===== config.mk =====
export PLATFORM = sky130hd
export DESIGN_NAME = rk8e_break_initiator_flat
export DESIGN_NICKNAME = d
export VERILOG_FILES = /design/src/rtl/rk8e_break_initiator_if.sv /design/src/rtl/rk8e_break_initiator.sv /design/src/flat_wrapper.sv
export SDC_FILE = /design/constraint.sdc
export NUM_CORES = 1
export LEC_CHECK = 0
export CELL_PAD_IN_SITES_DETAIL_PLACEMENT = 0
export CELL_PAD_IN_SITES_GLOBAL_PLACEMENT = 1
export CORE_MARGIN = 3
export CORE_UTILIZATION = 33
export DETAILED_ROUTE_END_ITERATION = 8
export GPL_TIMING_DRIVEN = 1
export HOLD_SLACK_MARGIN = 0.15
export PLACE_DENSITY = 0.82
export SLEW_MARGIN = 20
export SYNTH_ARGS = -nofsm -noshare
export SYNTH_HDL_FRONTEND = slang
export SYNTH_SLANG_ARGS = --single-unit

===== constraint.sdc =====
create_clock -name clk -period 2 [get_ports clk]
set_input_delay 0.3 -clock clk [delete_from_list [all_inputs] [get_ports clk]]
set_output_delay 0.3 -clock clk [all_outputs]
set_load 0.05 [all_outputs]

===== src/rtl/rk8e_break_initiator_if.sv =====
// Data break port between the RK8E break initiator and the CPU break responder.
interface rk8e_break_initiator_if #(
  parameter int unsigned FIELD_W = 3
);
  localparam int unsigned AW = 12;

  logic               data_break;
  logic               to_disk;
  logic               break_in_prog;
  logic [AW-1:0]      mem_rdata;
  logic [FIELD_W-1:0] db_field;
  logic [AW-1:0]      db_addr;
  logic [AW-1:0]      db_wdata;

  modport master (
    output data_break, to_disk, db_field, db_addr, db_wdata,
    input  break_in_prog, mem_rdata
  );

  modport slave (
    input  data_break, to_disk, db_field, db_addr, db_wdata,
    output break_in_prog, mem_rdata
  );
endinterface


===== src/rtl/rk8e_break_initiator.sv =====
// RK8E data break initiator: moves a block of 12-bit words between the sector
// buffer and memory, one CPU break per word.
module rk8e_break_initiator #(
  parameter int unsigned FIELD_W = 3,
  parameter int unsigned WC_W    = 12
) (
  input  logic               clk,
  input  logic               reset,
  input  logic               i_start,
  input  logic               i_dir_to_disk,
  input  logic [FIELD_W-1:0] i_start_field,
  input  logic [11:0]        i_start_addr,
  input  logic [WC_W-1:0]    i_start_wc,
  input  logic               i_buf_valid,
  input  logic [11:0]        i_buf_data,
  output logic               o_buf_pop,
  input  logic               i_out_ready,
  output logic               o_out_push,
  output logic [11:0]        o_out_data,
  rk8e_break_initiator_if.master brk,
  output logic               o_busy,
  output logic               o_done,
  output logic [11:0]        o_cur_addr
);
  localparam int unsigned AW    = 12;
  localparam int unsigned CNT_W = 2;

  typedef enum logic [2:0] {
    S_IDLE, S_WAITSRC, S_REQ, S_BRK, S_STEP, S_FIN
  } state_t;

  state_t             r_state;
  logic [FIELD_W-1:0] r_field;
  logic [AW-1:0]      r_cur_addr;
  logic [AW-1:0]      r_db_addr;
  logic [AW-1:0]      r_db_wdata;
  logic [AW-1:0]      r_out_data;
  logic [WC_W-1:0]    r_wc;
  logic [CNT_W-1:0]   r_brk_cnt;
  logic               r_to_disk;
  logic               r_data_break;
  logic               r_buf_pop;
  logic               r_out_push;
  logic               r_busy;
  logic               r_done;
  logic               w_src_ready;

  // Only request a break when the word can actually be moved.
  assign w_src_ready = r_to_disk ? i_out_ready : i_buf_valid;

  always_ff @(posedge clk) begin
    if (reset) begin
      r_state      <= S_IDLE;
      r_field      <= '0;
      r_cur_addr   <= '0;
      r_db_addr    <= '0;
      r_db_wdata   <= '0;
      r_out_data   <= '0;
      r_wc         <= '0;
      r_brk_cnt    <= '0;
      r_to_disk    <= 1'b0;
      r_data_break <= 1'b0;
      r_buf_pop    <= 1'b0;
      r_out_push   <= 1'b0;
      r_busy       <= 1'b0;
      r_done       <= 1'b0;
    end else begin
      r_buf_pop  <= 1'b0;
      r_out_push <= 1'b0;
      r_done     <= 1'b0;
      unique case (r_state)
        S_IDLE: begin
          if (i_start) begin
            r_field    <= i_start_field;
            r_cur_addr <= i_start_addr;
            r_wc       <= i_start_wc;
            r_to_disk  <= i_dir_to_disk;
            r_busy     <= 1'b1;
            r_state    <= S_WAITSRC;
          end
        end
        S_WAITSRC: begin
          if (w_src_ready) begin
            if (!r_to_disk) r_db_wdata <= i_buf_data;
            r_db_addr    <= r_cur_addr;
            r_data_break <= 1'b1;
            r_state      <= S_REQ;
          end
        end
        S_REQ: begin
          if (brk.break_in_prog) begin
            r_data_break <= 1'b0;
            r_brk_cnt    <= CNT_W'(1);
            r_state      <= S_BRK;
          end
        end
        S_BRK: begin
          // An early drop of break_in_prog still completes the word.
          if (!brk.break_in_prog) begin
            if (r_to_disk) r_out_push <= 1'b1;
            else           r_buf_pop  <= 1'b1;
            r_state <= S_STEP;
          end else if (r_to_disk && r_brk_cnt == CNT_W'(2)) begin
            r_out_data <= brk.mem_rdata;
            r_out_push <= 1'b1;
            r_state    <= S_STEP;
          end else if (r_brk_cnt != CNT_W'(3)) begin
            r_brk_cnt <= r_brk_cnt + CNT_W'(1);
          end
        end
        S_STEP: begin
          // Address wraps within the field; a start count of 0 runs the full 2**WC_W words.
          r_cur_addr <= r_cur_addr + AW'(1);
          r_wc       <= r_wc - WC_W'(1);
          r_state    <= (r_wc == WC_W'(1)) ? S_FIN : S_WAITSRC;
        end
        S_FIN: begin
          r_done  <= 1'b1;
          r_busy  <= 1'b0;
          r_state <= S_IDLE;
        end
        default: r_state <= S_IDLE;
      endcase
    end
  end

  assign brk.data_break = r_data_break;
  assign brk.to_disk    = r_to_disk;
  assign brk.db_field   = r_field;
  assign brk.db_addr    = r_db_addr;
  assign brk.db_wdata   = r_db_wdata;
  assign o_buf_pop      = r_buf_pop;
  assign o_out_push     = r_out_push;
  assign o_out_data     = r_out_data;
  assign o_busy         = r_busy;
  assign o_done         = r_done;
  assign o_cur_addr     = r_cur_addr;
endmodule


===== src/flat_wrapper.sv =====
// flat-port wrapper written by rule: the top's interface ports become plain ports
module rk8e_break_initiator_flat 
#(
  parameter int unsigned FIELD_W = 3,
  parameter int unsigned WC_W    = 12
)
  (clk, reset, i_start, i_dir_to_disk, i_start_field, i_start_addr, i_start_wc, i_buf_valid, i_buf_data, o_buf_pop, i_out_ready, o_out_push, o_out_data, o_busy, o_done, o_cur_addr, brk_data_break, brk_to_disk, brk_db_field, brk_db_addr, brk_db_wdata, brk_break_in_prog, brk_mem_rdata);
  rk8e_break_initiator_if #(.FIELD_W(FIELD_W)) brk_i ();
  input  logic clk;
  input  logic reset;
  input  logic i_start;
  input  logic i_dir_to_disk;
  input  logic [FIELD_W-1:0] i_start_field;
  input  logic [11:0] i_start_addr;
  input  logic [WC_W-1:0] i_start_wc;
  input  logic i_buf_valid;
  input  logic [11:0] i_buf_data;
  output logic o_buf_pop;
  input  logic i_out_ready;
  output logic o_out_push;
  output logic [11:0] o_out_data;
  output logic o_busy;
  output logic o_done;
  output logic [11:0] o_cur_addr;
  output wire logic [$bits(brk_i.data_break)-1:0] brk_data_break;
  output wire logic [$bits(brk_i.to_disk)-1:0] brk_to_disk;
  output wire logic [$bits(brk_i.db_field)-1:0] brk_db_field;
  output wire logic [$bits(brk_i.db_addr)-1:0] brk_db_addr;
  output wire logic [$bits(brk_i.db_wdata)-1:0] brk_db_wdata;
  input wire logic [$bits(brk_i.break_in_prog)-1:0] brk_break_in_prog;
  input wire logic [$bits(brk_i.mem_rdata)-1:0] brk_mem_rdata;
  assign brk_data_break = brk_i.data_break;
  assign brk_to_disk = brk_i.to_disk;
  assign brk_db_field = brk_i.db_field;
  assign brk_db_addr = brk_i.db_addr;
  assign brk_db_wdata = brk_i.db_wdata;
  assign brk_i.break_in_prog = brk_break_in_prog;
  assign brk_i.mem_rdata = brk_mem_rdata;
  rk8e_break_initiator #(.FIELD_W(FIELD_W), .WC_W(WC_W)) u_core (.clk(clk), .reset(reset), .i_start(i_start), .i_dir_to_disk(i_dir_to_disk), .i_start_field(i_start_field), .i_start_addr(i_start_addr), .i_start_wc(i_start_wc), .i_buf_valid(i_buf_valid), .i_buf_data(i_buf_data), .o_buf_pop(o_buf_pop), .i_out_ready(i_out_ready), .o_out_push(o_out_push), .o_out_data(o_out_data), .brk(brk_i), .o_busy(o_busy), .o_done(o_done), .o_cur_addr(o_cur_addr));
endmodule

==> flow_metrics.py <==
metrics = {
    "global_route": {
        "antenna_found_initial": 0,
        "grt_max_degree": 38,
        "grt_overflow": 0,
        "grt_pass1_vias": 2736,
        "grt_pass1_wl_mm": 14.0,
        "grtUsageTotal": 0.154,
    },
    "sta": {
        "final.period_utilization": 0.970,
        "worstMarginPinSlew_ns": 0.536,
        "holdWs_ns": 0.308,
        "fmax_ghz": 0.515,
        "slew_viol_final": 0,
        "fin_tns_setup_ns": 0,
        "finalSetupViolCount": 0,
        "grt_setup_unrepaired": "no",
        "skew_ns": 0.00835,
        "hold_violations": 0,
        "relSlewSlack": 0.642,
        "fin_crit_ns": 1.94,
        "setup_ws_ns": 0.0591,
    },
    "drt": {
        "drtIter0Drc": 88,
        "ant_nets": 0,
        "vias": 3030,
        "viasPerCell": 5.00,
        "drtPass1Iterations": 4,
        "detail_route.wl_per_cell_um": 14.2,
        "drc": 0,
        "routed_wl_mm": 8.61,
    },
    "floorplan": {
        "dieArea_um2": 11000,
        "die_w_um": 105,
        "fp-row-count": 35,
        "start_util": 0.346,
        "io_pins": 115,
        "coreArea_um2": 9370,
        "die_h_um": 105,
    },
    "worst_setup_path": {
        "crit_type": "reg2out",
        "slowest_delay_ns": 0.85,
        "end_kind": "output pin",
        "crit_path_max_fanout": 7,
        "cp.buffers_inverters": 1,
        "cp_slowest_cell": "clkdlybuf4s50_1",
        "crit_family": "buffers and inverters",
        "startpoint_type": "flip-flop",
        "cp.required_ns": 1.70,
        "path_cells": "clkdlybuf4s50_1",
        "cp.arrival_ns": 1.64,
    },
    "flow_run": {
        "cap_violations": 0,
    },
    "final_layout": {
        "area_growth_pct": 46.4,
        "final_area_um2": 4740,
        "antenna_cells": 0,
        "final_nets": 535,
        "seqCellArea_um2": 1480,
        "stdcell_count": 606,
        "multiInputGateArea_um2": 1620,
        "final_util": 0.506,
        "nFillCells": 923,
        "drive_gt1_frac": 0.0839,
    },
    "logic_synthesis": {
        "yosysTopAreaCell": "dfxtp_1",
        "synth_most_common_cell": "dfxtp_1",
        "yosysWarnings": 0,
        "synth-edff-count": 0,
        "synth_ff_type": "dfxtp_1",
        "ys_seq_area_frac": 0.457,
        "ys_top_cells_by_count": "74 x dfxtp_1, 58 x nor2_1, 39 x mux2i_1",
        "syn_inst": 356,
        "synth_top_area_frac": 0.457,
        "syn_area_um2": 3240,
        "synth_area_leaders": "dfxtp_1 46%, mux2i_1 12%, nor2_1 6.7%",
        "syn-num-nets": 419,
        "synth.distinct_cells": 48,
        "ys_seq_elements": 74,
        "syn_area_per_cell_um2": 9.11,
        "ys_async_sr_fraction": 0,
    },
    "clock_network": {
        "cts-buffers-inserted": 9,
        "clock_latency_ns": 0.34,
        "cts_buffer_depth": 2,
        "cts_tree": "done",
        "hold_buffers": 0,
        "clkTransAtPathRegs_ns": 0.08,
        "htree_num_levels": 3,
        "cts_setup_buffers": 0,
        "root_buffer": "clkbuf_8",
        "clock-sinks": 74,
    },
    "worst_hold_path": {
        "hold_class": "in2reg",
    },
    "place": {
        "pre_cts_slack_ns": 0.100,
        "hpwl_mm": 6.39,
        "gp_congestion": 0.796,
        "dp_cells": 590,
        "numPortBuffers": 114,
        "dpl_cell_area_um2": 4570,
    },
    "power": {
        "p_total_mw": 4.41,
        "max-vdd-ir-drop_mv": 0.440,
        "power.density_nw_per_um2": 930,
        "leakage_nw": 1.87,
    },
    "outcome": {
        "outcome": "complete, no violations",
    },
}
-- placed cells by master, fill, tap and decap left out, types with 3 or more instances in the layout --
cell type	instances
inv_1	4
nor3_1	7
a2bb2oi_1	4
nor4_1	5
clkinvlp_4	4
and3_1	4
o211ai_1	7
nor2_1	58
or4_1	5
a22oi_1	3
a21oi_1	16
a211oi_1	8
nand2b_1	4
dfxtp_1	74
nand2_1	27
a31oi_1	9
nor3b_1	3
nand3_1	9
buf_4	15
buf_12	3
or3_1	8
clkbuf_8	9
ha_1	5
clkdlybuf4s50_1	109
nand4_1	4
mux2i_1	39
and2_1	3
-- worst register-to-register path: stages, from the launching register on --
cell,delay (ns)
dfxtp_1,0.36
or4_1,0.65
or3_1,0.37
or3_1,0.32
a31oi_1,0.16
-- where the power goes --
group	internal (mW)	leakage, nW	switching [mW]	total, mW
Clock	0.450	0.0745	0.578	1.03
Sequential	1.64	0.602	0.170	1.81
Combinational	0.670	1.19	0.908	1.58
-- final cells by class --
type                            count  share of cell area
Multi-Input combinational cell    253               0.342
Timing Repair Buffer              130               0.273
Inverter                            4             0.00316
Clock buffer                       10              0.0269
Clock inverter                      6             0.00923
Tap cell                          129              0.0340
Sequential cell                    74               0.312
-- cells by family (layout without fill, tap and decap cells) --
logic type / after synthesis / in the layout / synth area share
DFF: 74 / 74 / 0.457
adders and majority gates: 5 / 5 / 0.0193
and+or+nand+nor: 148 / 148 / 0.225
muxes: 40 / 40 / 0.124
xor gates and xnor gates: 1 / 1 / 0.00270
buffers and inverters: 29 / 150 / 0.0471
AOI/OAI and AO/OA: 59 / 59 / 0.125
-- worst paths after layout --
kind                                  startpoint                                   to  slack (ns)  cells after the start
max            u_core.o_cur_addr[5]$_SDFFE_PP0P_                        o_cur_addr[5]        0.06                      1
min                                        reset          u_core.r_wc[0]$_SDFFE_PP0P_        0.31                      2
max reg2reg          u_core.r_wc[4]$_SDFFE_PP0P_         u_core.r_wc[10]$_SDFFE_PP0P_        0.07                      4
min reg2reg  u_core.brk.db_field[0]$_SDFFE_PP0P_  u_core.brk.db_field[0]$_SDFFE_PP0P_        0.47                      2
-- timing repair --
item | in CTS | in global routing
endpoints found under the hold margin | 0 | 0
setup endpoints to repair | 0 | 2
gates resized for setup | 0 | 2
-- metal layers --
layer  up-vias  share of wire  global-route usage
met5         -              0                   0
met4         0          0.010              0.0422
met3         6          0.041              0.0389
met2        69           0.47               0.244
met1      1444           0.48               0.208
li1       1511              -                   -
-- state kept, by name (all words and copies together), names as in the netlist --
| signal | cells |
|---|---|
| u_core.brk.db_addr | 12 |
| u_core.brk.db_wdata | 12 |
| u_core.o_cur_addr | 12 |
| u_core.o_out_data | 12 |
| u_core.r_wc | 12 |
| u_core.brk.db_field | 3 |
| u_core.r_state | 3 |
| u_core.r_brk_cnt | 2 |
| u_core.brk.data_break | 1 |
| u_core.brk.to_disk | 1 |
| u_core.o_buf_pop | 1 |
| u_core.o_busy | 1 |
| u_core.o_done | 1 |
| u_core.o_out_push | 1 |
(Power assumes the default switching activity.)
